`config.mk`:
```
export PLATFORM = sky130hd
export DESIGN_NAME = rx_dword_packer
export DESIGN_NICKNAME = d
export VERILOG_FILES = /design/src/rtl/rx_dword_packer.sv
export SDC_FILE = /design/constraint.sdc
export NUM_CORES = 1
export LEC_CHECK = 0
export ABC_AREA = 1
export BUFFER_PORTS_ARGS = -buffer_cell sky130_fd_sc_hd__buf_2
export CORE_MARGIN = 2
export CORE_UTILIZATION = 50
export CTS_CLUSTER_SIZE = 16
export DETAILED_ROUTE_END_ITERATION = 16
export PLACE_DENSITY = 0.67
export RECOVER_POWER = 25
export SYNTH_ARGS = -nofsm -noshare
export SYNTH_HDL_FRONTEND = slang
export SYNTH_SLANG_ARGS = --single-unit
```
`constraint.sdc`:
```
create_clock -name clk_i -period 9.25 [get_ports clk_i]
set_input_delay 1.3875 -clock clk_i [delete_from_list [all_inputs] [get_ports clk_i]]
set_output_delay 1.3875 -clock clk_i [all_outputs]
set_load 0.03 [all_outputs]
```
`src/rtl/rx_dword_packer.sv`:
```
// Packs I2C read bytes into 32-bit dwords for the HCI RX queue, with flush and byte count.
// Define RX_PACKER_BIG_ENDIAN_EN to place the first byte in [31:24] (default: little-endian).
module rx_dword_packer #(
   parameter int DataWidth    = 32,
   parameter int ByteCntWidth = 16,
   parameter int OutBufDepth  = 2
) (
   input  logic                    clk_i,
   input  logic                    rst_ni,
   input  logic                    byte_valid_i,
   input  logic [7:0]              byte_i,
   input  logic                    clear_i,
   input  logic                    flush_i,
   output logic                    rx_queue_wvalid_o,
   input  logic                    rx_queue_wready_i,
   output logic [DataWidth-1:0]    rx_queue_wdata_o,
   output logic [ByteCntWidth-1:0] byte_count_o,
   output logic                    flush_done_o,
   output logic                    overflow_o,
   output logic                    idle_o
);

   localparam int PtrW = (OutBufDepth > 1) ? $clog2(OutBufDepth) : 1;
   localparam int CntW = $clog2(OutBufDepth + 1);
   localparam logic [CntW-1:0] BufFull = CntW'(OutBufDepth);

   typedef enum logic [1:0] {
      ST_IDLE    = 2'd0,
      ST_COLLECT = 2'd1,
      ST_FLUSH   = 2'd2
   } state_e;

   // Unused lanes stay zero because the accumulator is zeroed on every push.
   function automatic logic [DataWidth-1:0] lane_insert(input logic [DataWidth-1:0] word,
                                                        input logic [1:0]           lane,
                                                        input logic [7:0]           data);
      logic [DataWidth-1:0] res;
      res = word;
`ifdef RX_PACKER_BIG_ENDIAN_EN
      res[5'd24 - {lane, 3'b000} +: 8] = data;
`else
      res[{lane, 3'b000} +: 8] = data;
`endif
      return res;
   endfunction

   function automatic logic [PtrW-1:0] ptr_inc(input logic [PtrW-1:0] p);
      if (p == PtrW'(OutBufDepth - 1)) begin
         return '0;
      end else begin
         return p + PtrW'(1);
      end
   endfunction

   state_e                   state_r, state_s;
   logic [DataWidth-1:0]     acc_r, acc_s, acc_ins_s;
   logic [1:0]               idx_r, idx_s;
   logic                     full_r, full_s;
   logic [DataWidth-1:0]     mem_r [OutBufDepth];
   logic [PtrW-1:0]          wr_ptr_r, rd_ptr_r;
   logic [CntW-1:0]          cnt_r;
   logic [ByteCntWidth-1:0]  byte_count_r;
   logic                     overflow_r;
   logic                     flushing_s, accept_s, drop_s, pop_s, space_s, empty_s;
   logic                     push_s, flush_done_s;
   logic [DataWidth-1:0]     push_data_s;

   assign flushing_s = (state_r == ST_FLUSH);
   assign accept_s   = byte_valid_i && !full_r && !flushing_s;
   assign drop_s     = byte_valid_i && !accept_s;
   assign pop_s      = (cnt_r != '0) && rx_queue_wready_i;
   assign space_s    = (cnt_r != BufFull) || pop_s;
   assign empty_s    = (idx_r == 2'd0) && !full_r && (cnt_r == '0);
   assign acc_ins_s  = lane_insert(acc_r, idx_r, byte_i);

   // Accumulator update and buffer push selection (held dword, completed dword, flush partial).
   always_comb begin
      push_s      = 1'b0;
      push_data_s = acc_r;
      acc_s       = acc_r;
      idx_s       = idx_r;
      full_s      = full_r;
      if (full_r) begin
         if (space_s) begin
            push_s = 1'b1;
            acc_s  = '0;
            full_s = 1'b0;
         end else begin
            full_s = 1'b1;
         end
      end else if (accept_s) begin
         idx_s = idx_r + 2'd1;
         if (idx_r == 2'd3) begin
            if (space_s) begin
               push_s      = 1'b1;
               push_data_s = acc_ins_s;
               acc_s       = '0;
            end else begin
               acc_s  = acc_ins_s;
               full_s = 1'b1;
            end
         end else begin
            acc_s = acc_ins_s;
         end
      end else if (flushing_s && (idx_r != 2'd0) && space_s) begin
         push_s = 1'b1;
         acc_s  = '0;
         idx_s  = 2'd0;
      end else begin
         push_s = 1'b0;
      end
   end

   // Next-state logic; a byte arriving with flush_i is accepted before entering FLUSH.
   always_comb begin
      state_s      = state_r;
      flush_done_s = 1'b0;
      case (state_r)
         ST_IDLE: begin
            if (flush_i) begin
               state_s = ST_FLUSH;
            end else if (accept_s) begin
               state_s = ST_COLLECT;
            end else begin
               state_s = ST_IDLE;
            end
         end
         ST_COLLECT: begin
            if (flush_i) begin
               state_s = ST_FLUSH;
            end else begin
               state_s = ST_COLLECT;
            end
         end
         ST_FLUSH: begin
            if (empty_s) begin
               state_s      = ST_IDLE;
               flush_done_s = !clear_i;
            end else begin
               state_s = ST_FLUSH;
            end
         end
         default: begin
            state_s = ST_IDLE;
         end
      endcase
   end

   // State register.
   always_ff @(posedge clk_i or negedge rst_ni) begin
      if (!rst_ni) begin
         state_r <= ST_IDLE;
      end else if (clear_i) begin
         state_r <= ST_IDLE;
      end else begin
         state_r <= state_s;
      end
   end

   // Accumulator registers.
   always_ff @(posedge clk_i or negedge rst_ni) begin
      if (!rst_ni) begin
         acc_r  <= '0;
         idx_r  <= 2'd0;
         full_r <= 1'b0;
      end else if (clear_i) begin
         acc_r  <= '0;
         idx_r  <= 2'd0;
         full_r <= 1'b0;
      end else begin
         acc_r  <= acc_s;
         idx_r  <= idx_s;
         full_r <= full_s;
      end
   end

   // Output buffer storage; contents are only observed while the occupancy count is nonzero.
   always_ff @(posedge clk_i) begin
      if (push_s) begin
         mem_r[wr_ptr_r] <= push_data_s;
      end else begin
         mem_r[wr_ptr_r] <= mem_r[wr_ptr_r];
      end
   end

   // Output buffer pointers and occupancy.
   always_ff @(posedge clk_i or negedge rst_ni) begin
      if (!rst_ni) begin
         wr_ptr_r <= '0;
         rd_ptr_r <= '0;
         cnt_r    <= '0;
      end else if (clear_i) begin
         wr_ptr_r <= '0;
         rd_ptr_r <= '0;
         cnt_r    <= '0;
      end else begin
         if (push_s) begin
            wr_ptr_r <= ptr_inc(wr_ptr_r);
         end else begin
            wr_ptr_r <= wr_ptr_r;
         end
         if (pop_s) begin
            rd_ptr_r <= ptr_inc(rd_ptr_r);
         end else begin
            rd_ptr_r <= rd_ptr_r;
         end
         case ({push_s, pop_s})
            2'b10:   cnt_r <= cnt_r + CntW'(1);
            2'b01:   cnt_r <= cnt_r - CntW'(1);
            default: cnt_r <= cnt_r;
         endcase
      end
   end

   // Saturating accepted-byte counter and sticky overflow.
   always_ff @(posedge clk_i or negedge rst_ni) begin
      if (!rst_ni) begin
         byte_count_r <= '0;
         overflow_r   <= 1'b0;
      end else if (clear_i) begin
         byte_count_r <= '0;
         overflow_r   <= 1'b0;
      end else begin
         if (accept_s && (byte_count_r != {ByteCntWidth{1'b1}})) begin
            byte_count_r <= byte_count_r + ByteCntWidth'(1);
         end else begin
            byte_count_r <= byte_count_r;
         end
         overflow_r <= overflow_r | drop_s;
      end
   end

   assign rx_queue_wvalid_o = (cnt_r != '0);
   assign rx_queue_wdata_o  = (cnt_r != '0) ? mem_r[rd_ptr_r] : '0;
   assign byte_count_o      = byte_count_r;
   assign overflow_o        = overflow_r;
   assign flush_done_o      = flush_done_s;
   assign idle_o            = empty_s && !flushing_s;

endmodule
```
; After elaboration in Yosys (flattened, before gate mapping)
; Memories as Yosys holds them, arrays and structs flattened.
; Cells that the tools add are included.
[word_totals]
reg_bits = 58
ramBits = 64
in_bits = 14
out_inout_bits = 52
elab_cells = 110
memories = 1
[memory_table]
columns = name, words, width, read_ports, rd_ports_with_merged_regs, wr, line_no
row1 = mem_r, 2, 32, 1, 0, 1, 59  ; logic [DataWidth-1:0] mem_r [OutBufDepth];
[op_classes]
add_sub_neg = 7
eq_ne = 10
shifts = 2
n_mux = 50
n_bitwise = 2
n_reduce_logical = 29
[op_table]
columns = cell, n
row1 = 32-bit 2-to-1 mux, 13
row2 = 32-bit bitwise mux, 1
row3 = 16-bit 2-to-1 mux, 2
row4 = "8-bit by 7-bit variable shift with 32-bit output, first input constant", 1
row5 = 8-bit by 7-bit indexed part select with 32-bit output, 1
row6 = 1-bit 2-to-1 mux, 23
row7 = 2-bit 2-to-1 mux, 9
row8 = "16-bit by 1-bit adder with 16-bit output, second input constant", 1
row9 = "16-bit != test, second input constant", 1
row10 = 1-bit logical AND, 10
row11 = 2-bit nonzero test, 5
row12 = 5-bit negator with 7-bit output, 1
row13 = "2-bit equality test, second input constant", 3
row14 = 2-bit zero test, 3
row15 = 2-bit one-hot mux with 3 select lines, 1
row16 = 2-bit AND reduction, 3
row17 = 3-bit nonzero test, 2
row18 = "2-bit by 1-bit adder with 2-bit output, second input constant", 2
row19 = "2-bit by 1-bit equality test with 1-bit output, second input constant", 2
row20 = 1-bit zero test, 4
row21 = "2-bit != test, second input constant", 2
row22 = 2-bit one-hot mux with 2 select lines, 1
row23 = 4-bit nonzero test, 1
row24 = "3-bit by 2-bit != test with 1-bit output, second input constant", 1
row25 = other kinds (5), 7

; Logic depth before layout (Yosys ltp)
; Gate-level depths: netlist of the first run.
[depth]
ltp_word = 10
ltp_mapped = 15
mapped_depth_nobuf = 12

; Worst setup path before layout of the first run
; Ideal clock, no wire load.
[synth_timing]
path_kind = input-to-reg
startpoint = input port byte_valid_i
endpoint = memory mem_r[1][0] (enable)
setup_time_ns = 0.423
arrival_time_ns = 3.286
required_time_ns = 8.827
setup_slack_ns = 5.541
cell_stages = 6
path_cell_list = nand2_2 -> nor2_4 -> nand3_4 -> nand2_1 -> inv_1 -> nor2_1
[synth_via]
elab_chain_cells = 7
word_cells_on_any_way = 9
cone_classes = 5 x mux / 1 x bitwise / 3 x reduce/logical
[synth_rtl]
columns = element, line_no
row1 = from (decl), 10  ; input logic byte_valid_i,
row2 = 1-bit logical AND (*) (2 in series), 69  ; assign accept_s = byte_valid_i && !full_r && !flushing_s;
row3 = 1-bit 2-to-1 mux (*), 91  ; end else if (accept_s) begin
row4 = 1-bit 2-to-1 mux (*), 83  ; if (full_r) begin
row5 = "1-bit 2-to-1 mux, on equally long branches", "179, 182"
row6 = 1-bit 2-to-1 mux (implied by the code) / 2-bit AND reduction (equally long branches), n/a
row7 = 1-bit bitwise OR (no line) (*), n/a
row8 = to (decl), 59
; Every way passes the cells marked *; elsewhere a longest branch is shown, timed or not.

; Worst setup path after layout of the first run
[layout_timing]
startpoint = register idx_r[0]
endpoint = output port flush_done_o
[layout_via]
elab_chain_cells = 5
[layout_rtl]
columns = element, line_no
row1 = from (decl), 57  ; logic [1:0] idx_r, idx_s;
row2 = from (signal assigned), 172  ; idx_r <= idx_s;
row3 = 2-bit zero test, 73  ; assign empty_s = (idx_r == 2'd0) && !full_r && (cnt_r == '0);
row4 = 1-bit logical AND (2 in series), 73
row5 = 1-bit 2-to-1 mux, 136  ; if (empty_s) begin
row6 = 1-bit 2-to-1 mux, 118  ; case (state_r)
row7 = to (decl), 18  ; output logic flush_done_o,
; Every way passes these cells.

==> results.md, run 1 <==
- Starting density of the core: 0.5141
- Maxcap violations: 1
- Post-Synth Adder-Cell Area: 0.01216
- Clock Path Buffers: 2
- Slew Viols, Final: 59
- Slew headroom: -1.208
- First DRT Iteration DRCs: 452
- Mapped Area: 6175 um^2
- Synthesized flop and latch total: 122
- Final setup vio count: 0
- Largest family of logic cells by synthesized area: simple AND/OR/NAND/NOR gates
- Simple-Gate Fraction of Synth Area: 0.2369
- Synth warn: 0
- Post-CTS setup buffers: 0
- Setup CP Type: flop to output port
- Most frequent cells in the layout: 193 x nand2_1, 76 x inv_1, 64 x edfxtp_1
- Post-synthesis mux area share: 0
- Outcome: finished with violations
- Area delta synth->final: 16.17%
- Max VDD drop: 139.7 uV
- # IOs: 66
- Total global routing overflow: 0
- Diodes inserted: 0
- Cell area power density: 246.8 nW/um^2
- Vias per cell: 5.475
- Die Area: 13250 um^2
- CTS Sinks: 122
- First-pass GRT wire length: 24450 um
- Post-layout nets: 783
- Detailed-route DRC error count: 0
- Vias in the first global route: 4890
- DP Wirelength: 9914 um
- # port buffers: 65
- Sequential share of the synthesized area: 0.5463
- Critical path arrival: 2.80 ns
- Chip width: 115.1 um
- Die height: 115.1 um
- Share of cells above drive strength 1: 0.1611
- WL final: 14730 um
- Period utilisation layout: 0.4523
- CTS root buf: clkbuf_16
- Top area cells in the synthesized netlist: edfxtp_1 31%, dfrtp_1 24%, nand2_1 12%
- Worst clock skew: 0.007275 ns
- WL/cell: 15.96 um
- Net Count, Synth: 725
- Final setup TNS: 0 ns
- Post-CTS sizing: 0
- Mean post-synth cell area: 8.758 um^2
- Clk pin slew, worst setup/hold paths: 0.05 ns
- Overall Global Routing Usage: 0.2402
- Failing checks: max-capacitance violations, max-slew violations
- FF-to-FF path depth: 10
- Min Tclk post-route: 4.183 ns
- Core box area: 12010 um^2
- WHS Path Cells: 2
- Most common cell after layout, fill and taps aside: nand2_1
- Req. time, crit path: 7.86 ns
- Syn Inst Count: 705
- Hold_ws: 0.4881 ns
- Placement row count: 40
- Pin count of the biggest net entering global routing: 59
- Yosys top cell area share: 0.3112
- Worst Setup End Kind: output port
- Final ANT Viol Nets: 0
- Fin. Hold Viols: 0
- H-tree depth: 4
- RSZ-0062 raised after global routing: no
- Final RePlAce weighted congestion: 0.8903
- Hold Crit Class: flop to flop
- Antenna violations before repair: 0
- Compound-Gate Fraction of Synth Area: 0.1198
- Skew-Pair Late Insertion Delay: 0.41 ns
- CTS tree: built
- Worst slew pin tran: 3.312 ns
- Setup crit start kind: flop
- Vias: 5053
- Synth Area in XOR/XNOR: 0.007092
- Largest area contributor in the netlist: edfxtp_1
- # fillers: 1049
- Fmax achieved: 239.0 MHz
- Worst-path maximum fanout: 17
- Cell area after layout: 7173 um^2
- Synth cell types: 35
- Post-DP Area: 6569 um^2
- Static leakage: 3.082 nW
- DR pass1 iterations: 5
- Number of hold buffers added after cts: 0
- Num CTS Buffers: 17
==> state kept, by name, indices dropped and copies added (netlist names) <==
register and flops:
cnt_r 2, overflow_o 1, rd_ptr_r 1, full_r 1
wr_ptr_r 1, state_r 2, acc_r 32, idx_r 2
mem_r 64, byte_count_o 16
==> worst max-delay path, cell delays in order (launching register included) <==
cell and delay, ns:
dfrtp_1 0.58, inv_1 0.24, ha_1 0.62, inv_6 0.12, nor3_1 0.33, inv_1 0.10
nor3_1 0.15, buf_2 0.23
==> area by class of cell <==
cell class / instances / area [um^2] / area share
inverters: 84 / 320.3 / 0.04465
well taps: 147 / 183.9 / 0.02564
multi-input cells: 468 / 2303 / 0.3211
clock buffers: 22 / 464.2 / 0.06471
clock inverters: 10 / 171.4 / 0.02390
flip-flops and latches: 122 / 3373 / 0.4703
repair buffers: 70 / 356.6 / 0.04971
==> cells by family after synthesis <==
family                   after synthesis
AND/OR/NAND/NOR                      327
AO/OA/AOI/OAI                        130
flip-flops                           122
buffers and inverters                115
adder cells (fa/ha/maj)                6
XOR/XNOR                               5
==> routing by layer <==
metal / up-vias / part of all wire / track usage
met3: 14 / 0.051 / 0.05746
met4: 0 / 0.013 / 0.07871
met2: 156 / 0.47 / 0.3796
li1: 2468 / - / -
met1: 2415 / 0.46 / 0.3298
met5: - / 0 / 0
==> per-stage QoR <==
step | total power [mW] | instances | utilization | worst slack (ns)
2_1_floorplan | 0.9465 | 705 | - | 5.541
3_3_place_gp | 1.061 | 891 | 0.5469 | 5.546
3_5_place_dp | 1.068 | 891 | 0.5469 | 5.458
4_1_cts | 1.786 | 923 | 0.5998 | 5.070
5_1_grt | 1.851 | 923 | 0.5972 | 4.517
6_report | 1.770 | 923 | 0.5972 | 5.067
==> power by group <==
part	switching, mW	internal (mW)
logic	0.332	0.105
clock network	0.227	0.488
registers	0.0161	0.601
total	0.576	1.19
==> path summary, 6_finish.rpt <==
path,end,slack [ns],startpoint
max in group asynchronous,acc_r[11]$_DFFE_PN0P_,5.19,rst_ni
setup reg to reg,mem_r[1][1]$_DFFE_PP_,5.75,idx_r[0]$_DFFE_PN0P_
setup / recovery,flush_done_o,5.07,idx_r[0]$_DFFE_PN0P_
min in group asynchronous,byte_count_o[15]$_DFFE_PN0P_,2.19,rst_ni
hold / removal,acc_r[24]$_DFFE_PN0P_,0.49,acc_r[24]$_DFFE_PN0P_
hold reg to reg,acc_r[24]$_DFFE_PN0P_,0.49,acc_r[24]$_DFFE_PN0P_
==> cells in the mapped netlist <==
cell type  count
a2111oi_0      1
a211oi_1       1
a21o_1         1
a21oi_1       42
a22oi_1        4
buf_2          8
buf_4          1
buf_6          4
clkbuf_1      18
dfrtp_1       58
edfxtp_1      64
ha_1           6
inv_1         76
inv_2          7
inv_6          1
nand2_1      192
nand2_2        5
nand3_1       37
nand3_2        3
nand3_4        1
nand4_1       17
nor2_1        52
nor2_2         4
nor2_4         7
nor3_1         4
nor3_2         3
nor3_4         1
o21ai_0       41
o21ai_1       10
o21ai_4        1
o22ai_1       19
o31ai_1        2
o32ai_1        8
or2_2          1
xor2_1         5
No activity file was read; power rests on OpenSTA's default activity.
==> inputs of run 2 (changes only) <==
--- a/config.mk
+++ b/config.mk
@@ -11,7 +11,7 @@
 export CORE_UTILIZATION = 50
 export CTS_CLUSTER_SIZE = 16
 export DETAILED_ROUTE_END_ITERATION = 16
-export PLACE_DENSITY = 0.67
+export PLACE_DENSITY = 0.69
 export RECOVER_POWER = 25
 export SYNTH_ARGS = -nofsm -noshare
 export SYNTH_HDL_FRONTEND = slang
==> constraint.sdc (replaced) <==
create_clock -name clk_i -period 3.5 [get_ports clk_i]
set_input_delay 0.525 -clock clk_i [delete_from_list [all_inputs] [get_ports clk_i]]
set_output_delay 0.525 -clock clk_i [all_outputs]
set_load 0.03 [all_outputs]
==> run 2 against run 1 <==
The flow still finishes with violations (max-capacitance violations, max-slew violations). Sequential power grew to 2.7 times the previous value. Via count grew 1.2%. Global-route usage shrank 0.54 points. Wire length shrank 0.72%. Critical path depth is the same. First-iteration DRC count shrank 8.2%. Die area is the same. Critical endpoint unchanged.
==> results.md, run 2 (same netlist as run 1, synthesis figures left out) <==
- Vias per cell: 5.516 (+0.75%)
- Clk pin slew, worst setup/hold paths: 0.05 ns (about the same)
- Pre-CTS setup slack: 0.6281 ns (-4.830 ns)
- Period utilisation layout: 0.9037
- Maxcap violations: 1 (unchanged)
- Most common cell after layout, fill and taps aside: nand2_1
- Most frequent cells in the layout: 192 x nand2_1, 77 x inv_1, 64 x edfxtp_1
- Final setup vio count: 0 (unchanged)
- Overall Global Routing Usage: 0.2347 (-0.005444)
- Biggest register: mem_r
- Vias in the first global route: 4688 (-4.1%)
- CTS Sinks: 122 (unchanged)
- Total global routing overflow: 0 (unchanged)
- Slowest CP cell: dfrtp_1
- First-pass GRT wire length: 23690 um (-3.1%)
- Placement row count: 40 (unchanged)
- Vias: 5113 (+1.2%)
- Share of cells above drive strength 1: 0.1577 (-0.003390)
- Diodes inserted: 0 (unchanged)
- WL final: 14620 um (-0.72%)
- Outcome: finished with violations
- Static leakage: 3.053 nW (-0.96%)
- Req. time, crit path: 2.97 ns (-4.89 ns)
- Post-layout nets: 787 (+0.51%)
- Setup CP Type: flop to output port
- Die height: 115.1 um (unchanged)
- Number of hold buffers added after cts: 0 (unchanged)
- Cell area power density: 636.5 nW/um^2 (+160%)
- H-tree depth: 4 (unchanged)
- WHS Path Cells: 2 (unchanged)
- Area delta synth->final: 16.31%
- Pin count of the biggest net entering global routing: 36 (-39%)
- Die Area: 13250 um^2 (unchanged)
- WL/cell: 15.77 um (-1.1%)
- CTS tree: built
- # port buffers: 65 (unchanged)
- Worst Setup End Kind: output port
- Total chip power: 4.571 mW (+160%)
- Worst slew pin tran: 2.084 ns (-1.228 ns)
- Min Tclk post-route: 3.163 ns
- Detailed-route DRC error count: 0 (unchanged)
- Fin. Hold Viols: 0 (unchanged)
- Final ANT Viol Nets: 0 (unchanged)
- First DRT Iteration DRCs: 415 (-8.2%)
- Slew Viols, Final: 36 (-39%)
- Fmax achieved: 316.2 MHz
- DR pass1 iterations: 5 (unchanged)
- Critical path arrival: 2.64 ns (-0.16 ns)
- Worst-path maximum fanout: 17 (unchanged)
- Core box area: 12010 um^2 (unchanged)
- Max VDD drop: 267.7 uV (+92%)
- Hold Crit Class: primary input to flop
- Final RePlAce weighted congestion: 0.8745 (-1.8%)
- Final setup TNS: 0 ns (unchanged)
- Crit path cell chain: inv_1 -> ha_2 -> inv_6 -> nor3_1 -> inv_1 -> nor3_1 -> buf_2
- Chip width: 115.1 um (unchanged)
- Final Worst Setup Slack: 0.3371 ns (-4.730 ns)
- Num CTS Buffers: 17 (unchanged)
- Slew headroom: -0.3891 (+0.8188)
- Setup crit start kind: flop
- Starting density of the core: 0.5141 (unchanged)
- Worst clock skew: 0.009535 ns (+0.002259 ns)
- # IOs: 66 (unchanged)
- Failing checks: max-capacitance violations, max-slew violations
- RSZ-0062 raised after global routing: no
- Skew-Pair Late Insertion Delay: 0.42 ns (about the same)
- FF-to-FF path depth: 10 (unchanged)
- Antenna violations before repair: 0 (unchanged)
- Clock Path Buffers: 2 (unchanged)
- CTS root buf: clkbuf_16
- CP peak stage delay: 0.59 ns (-0.03 ns)
- Largest register FFs: 64 (unchanged)
- DP Wirelength: 9742 um (-1.7%)
## run 2: per-layer routing
metal	GRT usage	wire (um)	vias up
met3	0.05113	746	34
met5	0	0	-
met4	0.1245	418	0
met1	0.3172	6561	2430
met2	0.3569	6895	163
li1	-	-	2486
## run 2: repair_timing
action,in CTS,in global routing
setup buffers,0,0
setup endpoints to repair,0,2
resized for setup,0,1
## run 2: critical path: cells and delay by family, from the launching register on
kind	cells	cell delay (ns)
simple gates	2	0.49
flops	1	0.59
buf+inv	4	0.69
fa+ha+maj	1	0.46
## run 2: path summary, 6_finish.rpt
path                                       start                            to  slack [ns]
setup reg to reg            idx_r[0]$_DFFE_PN0P_        mem_r[1][15]$_DFFE_PP_        0.76
hold reg to reg            acc_r[11]$_DFFE_PN0P_         acc_r[11]$_DFFE_PN0P_        0.49
setup / recovery            idx_r[0]$_DFFE_PN0P_                  flush_done_o        0.34
min in group asynchronous                 rst_ni         acc_r[31]$_DFFE_PN0P_        0.70
max in group asynchronous                 rst_ni  byte_count_o[12]$_DFFE_PN0P_        1.24
hold / removal                           flush_i          state_r[0]$_DFF_PN0_        0.30
## run 2: stage by stage
step                      area (um^2)  cells    util  hold WS, ns
after floorplan                  6175    705       -       0.2294
after global placement           6599    895  0.5494       0.4669
after detailed placement         6599    895  0.5494       0.4687
after CTS                        7207    927  0.6000       0.2497
after global routing             7182    927  0.5979       0.3108
final                            7182    927  0.5979       0.3007
## run 2: cell type report
cell class | instances | area [um^2]
Clock buffer | 23 | 489.2
Inverter | 84 | 320.3
Multi-Input combinational cell | 468 | 2323
Clock inverter | 9 | 118.9
Timing Repair Buffer | 74 | 372.9
Tap cell | 147 | 183.9
Fill cell | 1035 | 4830
Sequential cell | 122 | 3373
## run 2: report_power, final
| group | leakage [nW] | switching, mW | internal (mW) |
|---|---|---|---|
| combinational | 1.34 | 0.855 | 0.282 |
| clock | 0.303 | 0.599 | 1.19 |
| sequential | 1.41 | 0.0597 | 1.59 |
| total | 3.05 | 1.51 | 3.06 |
==> inputs of run 3 (changes only) <==
--- a/config.mk
+++ b/config.mk
@@ -11,8 +11,10 @@
 export CORE_UTILIZATION = 50
 export CTS_CLUSTER_SIZE = 16
 export DETAILED_ROUTE_END_ITERATION = 16
+export GPL_ROUTABILITY_DRIVEN = 0
 export PLACE_DENSITY = 0.69
 export RECOVER_POWER = 25
+export REMOVE_ABC_BUFFERS = 1
 export SYNTH_ARGS = -nofsm -noshare
 export SYNTH_HDL_FRONTEND = slang
 export SYNTH_SLANG_ARGS = --single-unit
==> run 3 against run 2 <==
The run still ends with max-capacitance violations, max-slew violations left. Via count shrank 0.72%. Highest routed layer unchanged. Maximum frequency grew 8.9%. Register-to-register slack lost 0.03 ns. Combinational power is essentially flat. Critical endpoint unchanged.
==> results.md, run 3 (same netlist as run 1, synthesis figures left out) <==
- Outcome: finished with violations
- Failing checks: max-capacitance violations, max-slew violations
- Final Worst Setup Slack: 0.5944 ns (+0.2573 ns)
- Slowest CP cell: dfrtp_1
- CTS tree: built
- Crit path cell chain: inv_1 -> ha_1 -> inv_6 -> nor3_1 -> inv_1 -> nor3_1 -> buf_2
- DR pass1 iterations: 5 (unchanged)
- Total chip power: 4.510 mW (-1.4%)
- Sw frac: 0.3322 (+0.001169)
- CP peak stage delay: 0.59 ns (about the same)
- Worst Setup End Kind: output port
- H-tree depth: 4 (unchanged)
- Share of cells above drive strength 1: 0.1566 (-0.001081)
- Post-CTS sizing: 0 (unchanged)
- Skew-Pair Late Insertion Delay: 0.42 ns (about the same)
- Clock network fraction of total power: 0.385 (-0.006)
- Final setup vio count: 0 (unchanged)
- Most common cell after layout, fill and taps aside: nand2_1
- Cell internal pwr: 3.012 mW (-1.5%)
- Diodes inserted: 0 (unchanged)
- Starting density of the core: 0.5141 (unchanged)
- RSZ-0062 raised after global routing: no
- Vias: 5076 (-0.72%)
- Post-layout nets: 786 (-0.13%)
- Setup CP Type: flop to output port
- Worst slew pin tran: 2.329 ns (+0.2455 ns)
- # IOs: 66 (unchanged)
- Hold Crit Class: primary input to flop
- Placement row count: 40 (unchanged)
- First-pass GRT wire length: 23330 um (-1.5%)
- CTS Sinks: 122 (unchanged)
- Critical path's top delay family: buffers and inverters
- Cell area after layout: 7153 um^2 (-0.40%)
- Final setup TNS: 0 ns (unchanged)
- WL/cell: 15.58 um (-1.2%)
- Clk pin slew, worst setup/hold paths: 0.05 ns (about the same)
- Post-CTS setup buffers: 0 (unchanged)
- Pin count of the biggest net entering global routing: 41 (+14%)
- # port buffers: 65 (unchanged)
- Die height: 115.1 um (unchanged)
- Clock Path Buffers: 2 (unchanged)
- Fin. Hold Viols: 0 (unchanged)
- DP Wirelength: 9573 um (-1.7%)
- Fmax achieved: 344.2 MHz (+8.9%)
- Min Tclk post-route: 2.906 ns (-0.2573 ns)
- Max VDD drop: 443.9 uV (+66%)
- Die Area: 13250 um^2 (unchanged)
- Number of hold buffers added after cts: 0 (unchanged)
- Req. time, crit path: 2.97 ns (about the same)
- Comb pwr share: 0.254 (+0.005)
- Vias in the first global route: 4693 (+0.11%)
- Largest register FFs: 64 (unchanged)
- P_sw: 1.498 mW (-1.0%)
- Critical path arrival: 2.38 ns (-0.26 ns)
- Buf/Inv on CP: 4 (unchanged)
- Period utilisation layout: 0.8302 (-0.07352)
- Detailed-route DRC error count: 0 (unchanged)
- Core box area: 12010 um^2 (unchanged)
- Post-DP Area: 6591 um^2 (-0.11%)
- Num CTS Buffers: 17 (unchanged)
- Total global routing overflow: 0 (unchanged)
- Cell area power density: 630.4 nW/um^2 (-0.96%)
- Worst clock skew: 0.01188 ns (+0.002346 ns)
- Static leakage: 3.043 nW (-0.32%)
- Worst-path maximum fanout: 17 (unchanged)
- Most frequent cells in the layout: 192 x nand2_1, 77 x inv_1, 64 x edfxtp_1
- Overall Global Routing Usage: 0.2299 (-0.004830)
- Slew Viols, Final: 41 (+14%)
- Antenna violations before repair: 0 (unchanged)
- Chip width: 115.1 um (unchanged)
- Sequential share of power: 0.362 (+0.002)
- Area delta synth->final: 15.85%
- CTS root buf: clkbuf_16
- WL final: 14430 um (-1.3%)
- Slew headroom: -0.5528 (-0.1636)
- Setup crit start kind: flop
- Biggest register: mem_r
- Pre-CTS setup slack: 0.8092 ns (+0.1811 ns)
- Maxcap violations: 1 (unchanged)
- Vias per cell: 5.482 (-0.62%)
- First DRT Iteration DRCs: 380 (-8.4%)
- Final ANT Viol Nets: 0 (unchanged)
run 3: final cells by class:
cell class | count | area, um^2
fillers | 1049 | 4858
flip-flops and latches | 122 | 3373
multi-input cells | 468 | 2321
clock buffers | 22 | 464.2
repair buffers | 73 | 366.6
inverters | 84 | 320.3
well taps | 147 | 183.9
clock inverters | 10 | 123.9
run 3: final timing paths:
path | to | cells after the start | slack (ns) | from
worst max register to register | mem_r[1][4]$_DFFE_PP_ | 5 | 0.73 | idx_r[0]$_DFFE_PN0P_
worst min-delay path | state_r[0]$_DFF_PN0_ | 2 | 0.30 | flush_i
worst max-delay path | flush_done_o | 7 | 0.59 | idx_r[0]$_DFFE_PN0P_
max in group asynchronous | acc_r[4]$_DFFE_PN0P_ | 2 | 1.15 | rst_ni
min in group asynchronous | byte_count_o[9]$_DFFE_PN0P_ | 1 | 0.81 | rst_ni
worst min register to register | acc_r[15]$_DFFE_PN0P_ | 2 | 0.49 | acc_r[15]$_DFFE_PN0P_
run 3: per-layer routing:
| layer | wire, um | vias to the layer above | track usage |
|---|---|---|---|
| met5 | 0 | - | 0 |
| met4 | 257 | 0 | 0.08916 |
| met3 | 690 | 23 | 0.04902 |
| met2 | 7256 | 170 | 0.3867 |
| met1 | 6226 | 2406 | 0.2929 |
| li1 | - | 2477 | - |
run 3: metrics by stage:
step | hold slack, ns | instances | utilization
after global routing | 0.3167 | 926 | 0.5955
final | 0.3038 | 926 | 0.5955
after global placement | 0.4672 | 894 | 0.5488
after detailed placement | 0.4744 | 894 | 0.5488
after floorplan | 0.2294 | 674 | -
after CTS | 0.2915 | 926 | 0.5977
run 3: power groups by stage:
stage	Sequential [mW]	Clock, mW	Combinational (mW)
after global placement	1.65	0	1.13
after detailed placement	1.66	0	1.15
after CTS	1.63	1.76	1.15
after global routing	1.64	1.82	1.25
final	1.63	1.73	1.14
after floorplan	1.67	0	0.785
